**src/rtl/lcd_bus_capture.sv**
```systemverilog
// lcd_bus_capture: snoops CPU bus writes to the three LCD windows, turns each
// accepted write into a linear display word index plus data, and queues the
// result in a small first-word-fall-through FIFO. The display controller
// drains the FIFO over a valid/ready handshake.
module lcd_bus_capture #(
    parameter int unsigned DEPTH = 8,
    parameter int unsigned CNT_W = 8
) (
    input  logic                     clk_in,
    input  logic                     reset_n_in,
    input  logic [19:0]              addr_in,
    input  logic [15:0]              data_in,
    input  logic                     we_n_in,
    output logic                     lcd_valid_o,
    input  logic                     lcd_ready_in,
    output logic [9:0]               lcd_addr_o,
    output logic [15:0]              lcd_data_o,
    output logic [$clog2(DEPTH):0]   fifo_level_o,
    output logic                     overflow_o,
    output logic [CNT_W-1:0]         drop_cnt_o
);

    localparam int unsigned PTR_W = $clog2(DEPTH);
    localparam int unsigned LVL_W = PTR_W + 1;
    localparam logic [LVL_W-1:0] FULL_LVL = LVL_W'(DEPTH);

    // Bus edge detection
    logic        we_d;
    logic [19:0] addr_d;
    logic        wr_event;

    // Window decode
    logic        hit;
    logic [9:0]  base;
    logic [9:0]  index;

    // Stage 1 capture
    logic        s1_valid;
    logic [9:0]  s1_index;
    logic [15:0] s1_data;

    // FIFO storage and control
    logic [25:0]      mem [DEPTH];
    logic [PTR_W-1:0] wptr;
    logic [PTR_W-1:0] rptr;
    logic [LVL_W-1:0] level;
    logic             pop;
    logic             full;
    logic             push;
    logic             drop;
    logic [LVL_W-1:0] level_after_pop;
    logic [PTR_W-1:0] head_ptr;

    // Registered copies of the strobe and address for edge/change detection
    always_ff @(posedge clk_in or negedge reset_n_in) begin
        if (!reset_n_in) begin
            we_d   <= 1'b1;
            addr_d <= '0;
        end else begin
            we_d   <= we_n_in;
            addr_d <= addr_in;
        end
    end

    // A held strobe yields one event per distinct address
    assign wr_event = !we_n_in && (we_d || (addr_in != addr_d));

    // Decode the three 0x60-nibble windows into a region base and word offset
    always_comb begin
        hit  = 1'b0;
        base = '0;
        case (addr_in[19:8])
            12'h2E1: begin hit = (addr_in[7:0] < 8'h60); base = 10'd0;  end
            12'h2E2: begin hit = (addr_in[7:0] < 8'h60); base = 10'd24; end
            12'h2E3: begin hit = (addr_in[7:0] < 8'h60); base = 10'd48; end
            default: begin hit = 1'b0; base = '0; end
        endcase
        index = base + {4'b0000, addr_in[7:2]};
    end

    // Stage 1: capture index and data of an in-window write event
    always_ff @(posedge clk_in or negedge reset_n_in) begin
        if (!reset_n_in) begin
            s1_valid <= 1'b0;
            s1_index <= '0;
            s1_data  <= '0;
        end else begin
            s1_valid <= wr_event && hit;
            if (wr_event && hit) begin
                s1_index <= index;
                s1_data  <= data_in;
            end
        end
    end

    assign pop  = lcd_valid_o && lcd_ready_in;
    assign full = (level == FULL_LVL);
    assign push = s1_valid && (!full || pop);
    assign drop = s1_valid && full && !pop;

    // The head register only sees entries already stored before this edge,
    // which gives the extra clock of latency and keeps the outputs free of
    // any path from the bus. After a pop it advances to the next stored slot.
    assign level_after_pop = level - LVL_W'(pop);
    assign head_ptr        = rptr + PTR_W'(pop);

    // Stage 2: FIFO RAM write
    always_ff @(posedge clk_in) begin
        if (push) begin
            mem[wptr] <= {s1_index, s1_data};
        end
    end

    // FIFO pointers and occupancy
    always_ff @(posedge clk_in or negedge reset_n_in) begin
        if (!reset_n_in) begin
            wptr  <= '0;
            rptr  <= '0;
            level <= '0;
        end else begin
            if (push) begin
                wptr <= wptr + PTR_W'(1);
            end
            if (pop) begin
                rptr <= rptr + PTR_W'(1);
            end
            case ({push, pop})
                2'b10:   level <= level + LVL_W'(1);
                2'b01:   level <= level - LVL_W'(1);
                default: level <= level;
            endcase
        end
    end

    // Registered head of queue; address/data hold their last value when empty
    always_ff @(posedge clk_in or negedge reset_n_in) begin
        if (!reset_n_in) begin
            lcd_valid_o <= 1'b0;
            lcd_addr_o  <= '0;
            lcd_data_o  <= '0;
        end else begin
            lcd_valid_o <= (level_after_pop != '0);
            if (level_after_pop != '0) begin
                {lcd_addr_o, lcd_data_o} <= mem[head_ptr];
            end
        end
    end

    // Sticky overflow flag and saturating drop counter
    always_ff @(posedge clk_in or negedge reset_n_in) begin
        if (!reset_n_in) begin
            overflow_o <= 1'b0;
            drop_cnt_o <= '0;
        end else if (drop) begin
            overflow_o <= 1'b1;
            if (drop_cnt_o != '1) begin
                drop_cnt_o <= drop_cnt_o + CNT_W'(1);
            end
        end
    end

    assign fifo_level_o = level;

endmodule
```
**config.mk**
```make
export PLATFORM = sky130hd
export DESIGN_NAME = lcd_bus_capture
export DESIGN_NICKNAME = d
export VERILOG_FILES = /design/src/rtl/lcd_bus_capture.sv
export SDC_FILE = /design/constraint.sdc
export NUM_CORES = 1
export LEC_CHECK = 0
export ABC_AREA = 1
export CAP_MARGIN = 20
export CORE_ASPECT_RATIO = 1.5
export CORE_UTILIZATION = 30
export DETAILED_ROUTE_END_ITERATION = 6
export DONT_BUFFER_PORTS = 1
export PLACE_DENSITY_LB_ADDON = 0.05
export SYNTH_ARGS = -nofsm -noshare
export SYNTH_HDL_FRONTEND = slang
export SYNTH_SLANG_ARGS = --single-unit
```
**constraint.sdc**
```tcl
create_clock -name clk_in -period 3.1 [get_ports clk_in]
set_clock_uncertainty 0.05 [all_clocks]
set_input_delay 0.775 -clock clk_in [delete_from_list [all_inputs] [get_ports clk_in]]
set_output_delay 0.775 -clock clk_in [all_outputs]
set_load 0.01 [all_outputs]
```
==> results of run 1 <==
## registers in the layout, indices dropped and copies added, names as in the netlist
| register | count |
|---|---|
| addr_d | 20 |
| drop_cnt_o | 8 |
| fifo_level_o | 4 |
| lcd_addr_o | 7 |
| lcd_data_o | 16 |
| lcd_valid_o | 1 |
| mem | 184 |
| overflow_o | 1 |
| rptr | 3 |
| s1_data | 16 |
| s1_index | 7 |
| s1_valid | 1 |
| we_d | 1 |
| wptr | 3 |
## path summary, 6_finish.rpt
| path | start | endpoint | cells past startpoint |
|---|---|---|---|
| setup / recovery | lcd_valid_o$_DFF_PN0_ | lcd_data_o[5]$_DFFE_PN0P_ | 10 |
| hold / removal | reset_n_in | lcd_data_o[6]$_DFFE_PN0P_ | 1 |
| setup reg to reg | lcd_valid_o$_DFF_PN0_ | lcd_data_o[5]$_DFFE_PN0P_ | 10 |
| hold reg to reg | rptr[0]$_DFFE_PN0N_ | rptr[0]$_DFFE_PN0N_ | 1 |
| max in group asynchronous | reset_n_in | we_d$_DFF_PN1_ | 1 |
| min in group clk_in | we_n_in | we_d$_DFF_PN1_ | 0 |
## layout by cell type, fill, tap and decap left out, types with 11 or more instances in the layout
| cell | n |
|---|---|
| inv_1 | 76 |
| o21ai_0 | 108 |
| buf_12 | 11 |
| nand3_1 | 29 |
| buf_4 | 17 |
| edfxtp_1 | 184 |
| clkbuf_16 | 31 |
| o211ai_1 | 46 |
| o21ai_1 | 18 |
| nor2_1 | 158 |
| dfrtp_1 | 87 |
| nand2_1 | 133 |
## kinds of logic after synthesis
family | synth area share [%]
adders and majority gates | 1.71
buffers and inverters | 4.91
AOI/OAI and AO/OA | 9.08
DFF | 69.5
xor gates and xnor gates | 1.49
muxes | 0.101
and+or+nand+nor | 13.2
other | 0.0337
## power by group
part	total, mW	switching (mW)	internal, mW	leakage (nW)
registers	4.36	0.271	4.09	3.10
logic	4.12	2.52	1.59	1.85
clock network	4.00	1.49	2.50	0.546
## worst max-delay path, cell delays in order (launching register included)
cell and delay (ns):
dfrtp_1 0.41, nand2_1 0.16, inv_1 0.13, ha_2 0.19, ha_2 0.63, buf_4 0.27, nor2_1 0.06, o21ai_0 0.10
o211ai_1 0.12, nand3_1 0.08, o21ai_0 0.08
## layer usage
| metal | global-route usage [%] | vias up | wire length, um | part of all wire, % |
|---|---|---|---|---|
| met5 | 0 | - | 0 | 0 |
| met2 | 28.0 | 104 | 14600 | 52 |
| met4 | 4.17 | 0 | 435 | 1.6 |
| met1 | 18.2 | 3334 | 11800 | 42 |
| li1 | - | 3323 | - | - |
| met3 | 2.65 | 27 | 1110 | 4.0 |
## area by class of cell
type | count | area (um^2) | share of cell area [%]
clock buffers | 34 | 797 | 6.12
clock inverters | 22 | 312 | 2.39
inverters | 82 | 315 | 2.42
multi-input cells | 568 | 2880 | 22.1
flip-flops and latches | 272 | 7730 | 59.4
well taps | 484 | 606 | 4.65
repair buffers | 30 | 385 | 2.96
## timing repair
action,4_1_cts,5_1_grt
hold buffers,2,0
endpoints found under the hold margin,87,0
resized for setup,0,0
==> flow_summary.ini, run 1 <==
[status]
status = finished, final reports clean

[logic_synthesis]
netlist_area_mm2 = 0.0111
synth_seq_cells = 272
yosysSeqAreaShare_pct = 69.5
ys_warn_count = 0
yosysMostFrequentCell = edfxtp_1
netlist.area_leader.share_pct = 49.7
async_flop_share_pct = 32.4
synth.top_cells.by_area = edfxtp_1 (50%), dfrtp_1 (20%), nor2_1 (5.6%), o21ai_0 (4.9%), nand2_1 (4.5%)
synth_edf_count = 184
synthCells = 965
yosysUniqueCellTypes = 41
synthFlopType = edfxtp_1
synth_common_cells = edfxtp_1 (184), nor2_1 (166), nand2_1 (133), o21ai_0 (108), dfrtp_1 (87)
syn_area_per_cell_um2 = 11.5
synth.largest_area_cell = edfxtp_1

[die]
die_area_mm2 = 0.0378
io_pins = 80
fp-row-count = 86
initial_core_util_pct = 30.4
dieHeight_um = 238
core_area_mm2 = 0.0366
die_w_um = 159

[layout]
fin_util_pct = 35.6
drive_gt1_share_pct = 11.9
stdcell_count = 1492
nFillCells = 3652
syn2layout_area_growth_pct = 17.1
final_nets = 1038
fin_area_mm2 = 0.0130
antenna_cells = 0

[routing]
post-route-drc-count = 0
first_pass_iters = 4
wl_mm = 28.0
vias = 6788
first_iter_violations = 270
avgViaCountPerCell = 4.55
ant_nets = 0
wire_per_inst_um = 18.7

[clock_tree]
clk_path_buf_depth = 3
ctsHtreeMaxLevel = 1
clk_latency_ns = 0.56
clock_sinks = 272
path_clk_slew_ns = 0.06
cts_tree = yes
postCtsSetupBuffers = 0
cts_made_buffers = 30
root_buffer = clkbuf_16

[global_routing]
grt_max_degree = 88
overflow = 0
grt_usage_pct = 15.2
grt_first_pass_wirelength_mm = 43.4
antenna_found_initial = 0
grt_pass1_vias = 7260

[power]
leakagePower_nw = 5.50
power_density_mw_per_mm2 = 958
peakVddDrop_mv = 0.668
finalPower_mw = 12.5

[placement]
pre_cts_ws_ns = 0.267
portBuffers = 0
dpl_cell_area_mm2 = 0.0119
dpl.hpwl_mm = 15.4
gp_congestion = 0.682
place_inst = 1434

[min_path]
hold_path_class = input pin to asynchronous set/reset pin

[timing]
drv_slew = 0
setup_tns_ns = 0
rsz0062_at_grt = no
worstMarginPinSlew_ns = 0.510
fin_ws_ns = 0.680
relSlewSlack_pct = 66.0
fin_crit_sh_pct = 78.1
fmax_mhz = 413
whs_ns = 0.107
setup_violations = 0
fin_crit_ns = 2.42
hold_violations = 0

[worst_setup_path]
critPathMaxFanout = 12
r2r_slack_ns = 0.68
worstSetupPathType = flop to flop
crit_arrival_ns = 2.80
end_kind = flop
start_kind = flop
critical_path_required_ns = 3.48

[job]
drv_cap = 0
Note: power is estimated with default switching activity, not from simulation.
==> run 2: changes to the inputs <==
clock period = 2.05 ns   (was 3.1 ns; I/O delays follow)
==> flow_summary.ini, run 2 (synthesized netlist as in run 1, its figures left out) <==
[min_path]
hold_path_class = input pin to asynchronous set/reset pin

[status]
violations = negative hold slack
status = finished, violations left

[global_routing]
grt_max_degree = 89
grt_first_pass_wirelength_mm = 44.1
antenna_found_initial = 0
grt_usage_pct = 15.5
grt_pass1_vias = 7404
overflow = 0

[die]
die_w_um = 159
core_area_mm2 = 0.0366
fp-row-count = 86
die_area_mm2 = 0.0378
io_pins = 80
dieHeight_um = 238
initial_core_util_pct = 30.4

[placement]
place_inst = 1470
pre_cts_ws_ns = -0.137
dpl.hpwl_mm = 17.0
gp_congestion = 0.700
portBuffers = 0

[timing]
fin_crit_ns = 1.96
fin_crit_sh_pct = 95.6
fin_ws_ns = 0.0904
fmax_mhz = 510
drv_slew = 0
setup_violations = 0
hold_violations = 88
whs_ns = -0.399
rsz0062_at_grt = yes

[layout]
antenna_cells = 0
seqCellArea_mm2 = 0.00773
final_nets = 1117
nFillCells = 3612
top_regs = mem: 184 flops, addr_d: 20 flops
regMostFlops = mem
layout_commonest_cell = edfxtp_1
stdcell_count = 1571
largest_register_ffs = 184
drive_gt1_share_pct = 14.4
syn2layout_area_growth_pct = 24.1
final_cell_mix = edfxtp_1 (184), nor2_1 (157), nand2_1 (131)
multiInputGateArea_mm2 = 0.00295

[power]
power_density_mw_per_mm2 = 1400
peakVddDrop_mv = 0.649
leakagePower_nw = 5.82

[worst_setup_path]
crit_path_frequent_cell = nand2_2
slowest_delay_ns = 0.36
critPathMaxFanout = 19
crit_chain = nand2_2, nand4_1, nand2_2, buf_4, or2_2, nor2_2, buf_12
critical_path_required_ns = 2.24
crit_arrival_ns = 2.15
slowest_stage = dfrtp_1
start_kind = flop
end_kind = flop
worstSetupPathType = flop to flop

[routing]
avgViaCountPerCell = 4.54
post-route-drc-count = 0
wire_per_inst_um = 18.5
first_iter_violations = 272
ant_nets = 0
first_pass_iters = 4
wl_mm = 29.0
vias = 7138

[clock_tree]
cts_made_buffers = 30
clk_latency_ns = 0.56
path_clk_slew_ns = 0.06
root_buffer = clkbuf_16
clock_sinks = 272
hold_buffers = 36
clk_path_buf_depth = 3
cts_tree = yes
ctsHtreeMaxLevel = 1

[job]
drv_cap = 0
-- run 2: cell types whose count changed in the layout (fill, tap and decap cells not counted), moves of 4 or more --
cell	previous run	this run
clkbuf_16	31	36
o21ai_1	18	22
bufinv_16	8	0
dlygate4sd3_1	1	36
clkinv_2	8	4
clkbuf_1	2	14
nor2_4	1	5
o21ai_0	108	104
buf_4	17	42
buf_12	11	26
ha_4	0	4
-- run 2: path summary, 6_finish.rpt --
| check | startpoint | end | slack, ns | cells after the start |
|---|---|---|---|---|
| worst max-delay path | lcd_valid_o$_DFF_PN0_ | mem[6][22]$_DFFE_PP_ | 0.09 | 7 |
| worst min-delay path | reset_n_in | lcd_data_o[5]$_DFFE_PN0P_ | -0.40 | 0 |
| worst max register to register | lcd_valid_o$_DFF_PN0_ | mem[6][22]$_DFFE_PP_ | 0.09 | 7 |
| worst min register to register | rptr[2]$_DFFE_PN0N_ | rptr[2]$_DFFE_PN0N_ | 0.48 | 1 |
| max in group asynchronous | reset_n_in | we_d$_DFF_PN1_ | 2.12 | 0 |
| min in group clk_in | data_in[5] | s1_data[5]$_DFFE_PN0P_ | 0.03 | 2 |
-- run 2: area by class of cell --
cell class,count,share of cell area (%)
clock buffers,45,6.00
clock inverters,11,0.372
inverters,82,2.29
multi-input cells,568,21.4
flip-flops and latches,272,56.0
well taps,484,4.39
repair buffers,109,9.58
-- run 2: stage by stage --
| step | power [mW] | hold slack (ns) | setup TNS (ns) | utilization [%] | area [um^2] |
|---|---|---|---|---|---|
| after floorplan | 10.9 | 0.167 | -12.33 | - | 11200 |
| after global placement | 13.9 | 0.171 | -7.60 | 33.8 | 12400 |
| after detailed placement | 13.9 | 0.171 | -5.67 | 33.8 | 12400 |
| after CTS | 19.0 | -0.439 | 0 | 37.2 | 13600 |
| after global routing | 20.7 | -0.447 | -0.00536 | 37.7 | 13800 |
| final | 19.3 | -0.399 | 0 | 37.7 | 13800 |
-- run 2: repair_timing --
item,4_1_cts,5_1_grt
resized for setup,3,7
setup endpoints to repair,10,55
pin swaps,1,6
setup buffers,0,4
hold endpoints to repair,125,88
cloned,0,5
-- run 2: worst max-delay path, delay by kind of cell, from the launching register on --
kind	cells	cell delay (ns)
buffers and inverters	2	0.37
AND/OR/NAND/NOR	5	0.85
flip-flops	1	0.36
-- run 2: report_power, final --
group / switching (mW) / internal (mW)
clock network: 2.15 / 2.77
registers: 0.353 / 6.19
logic: 4.24 / 3.58
total: 6.74 / 12.5
-- run 2: per-layer routing --
| layer | wire [um] | track usage, % | share of wire (%) |
|---|---|---|---|
| met5 | 0 | 0 | 0 |
| met2 | 15800 | 29.9 | 55 |
| met3 | 1340 | 2.93 | 4.6 |
| met4 | 369 | 3.99 | 1.3 |
| met1 | 11500 | 17.1 | 40 |
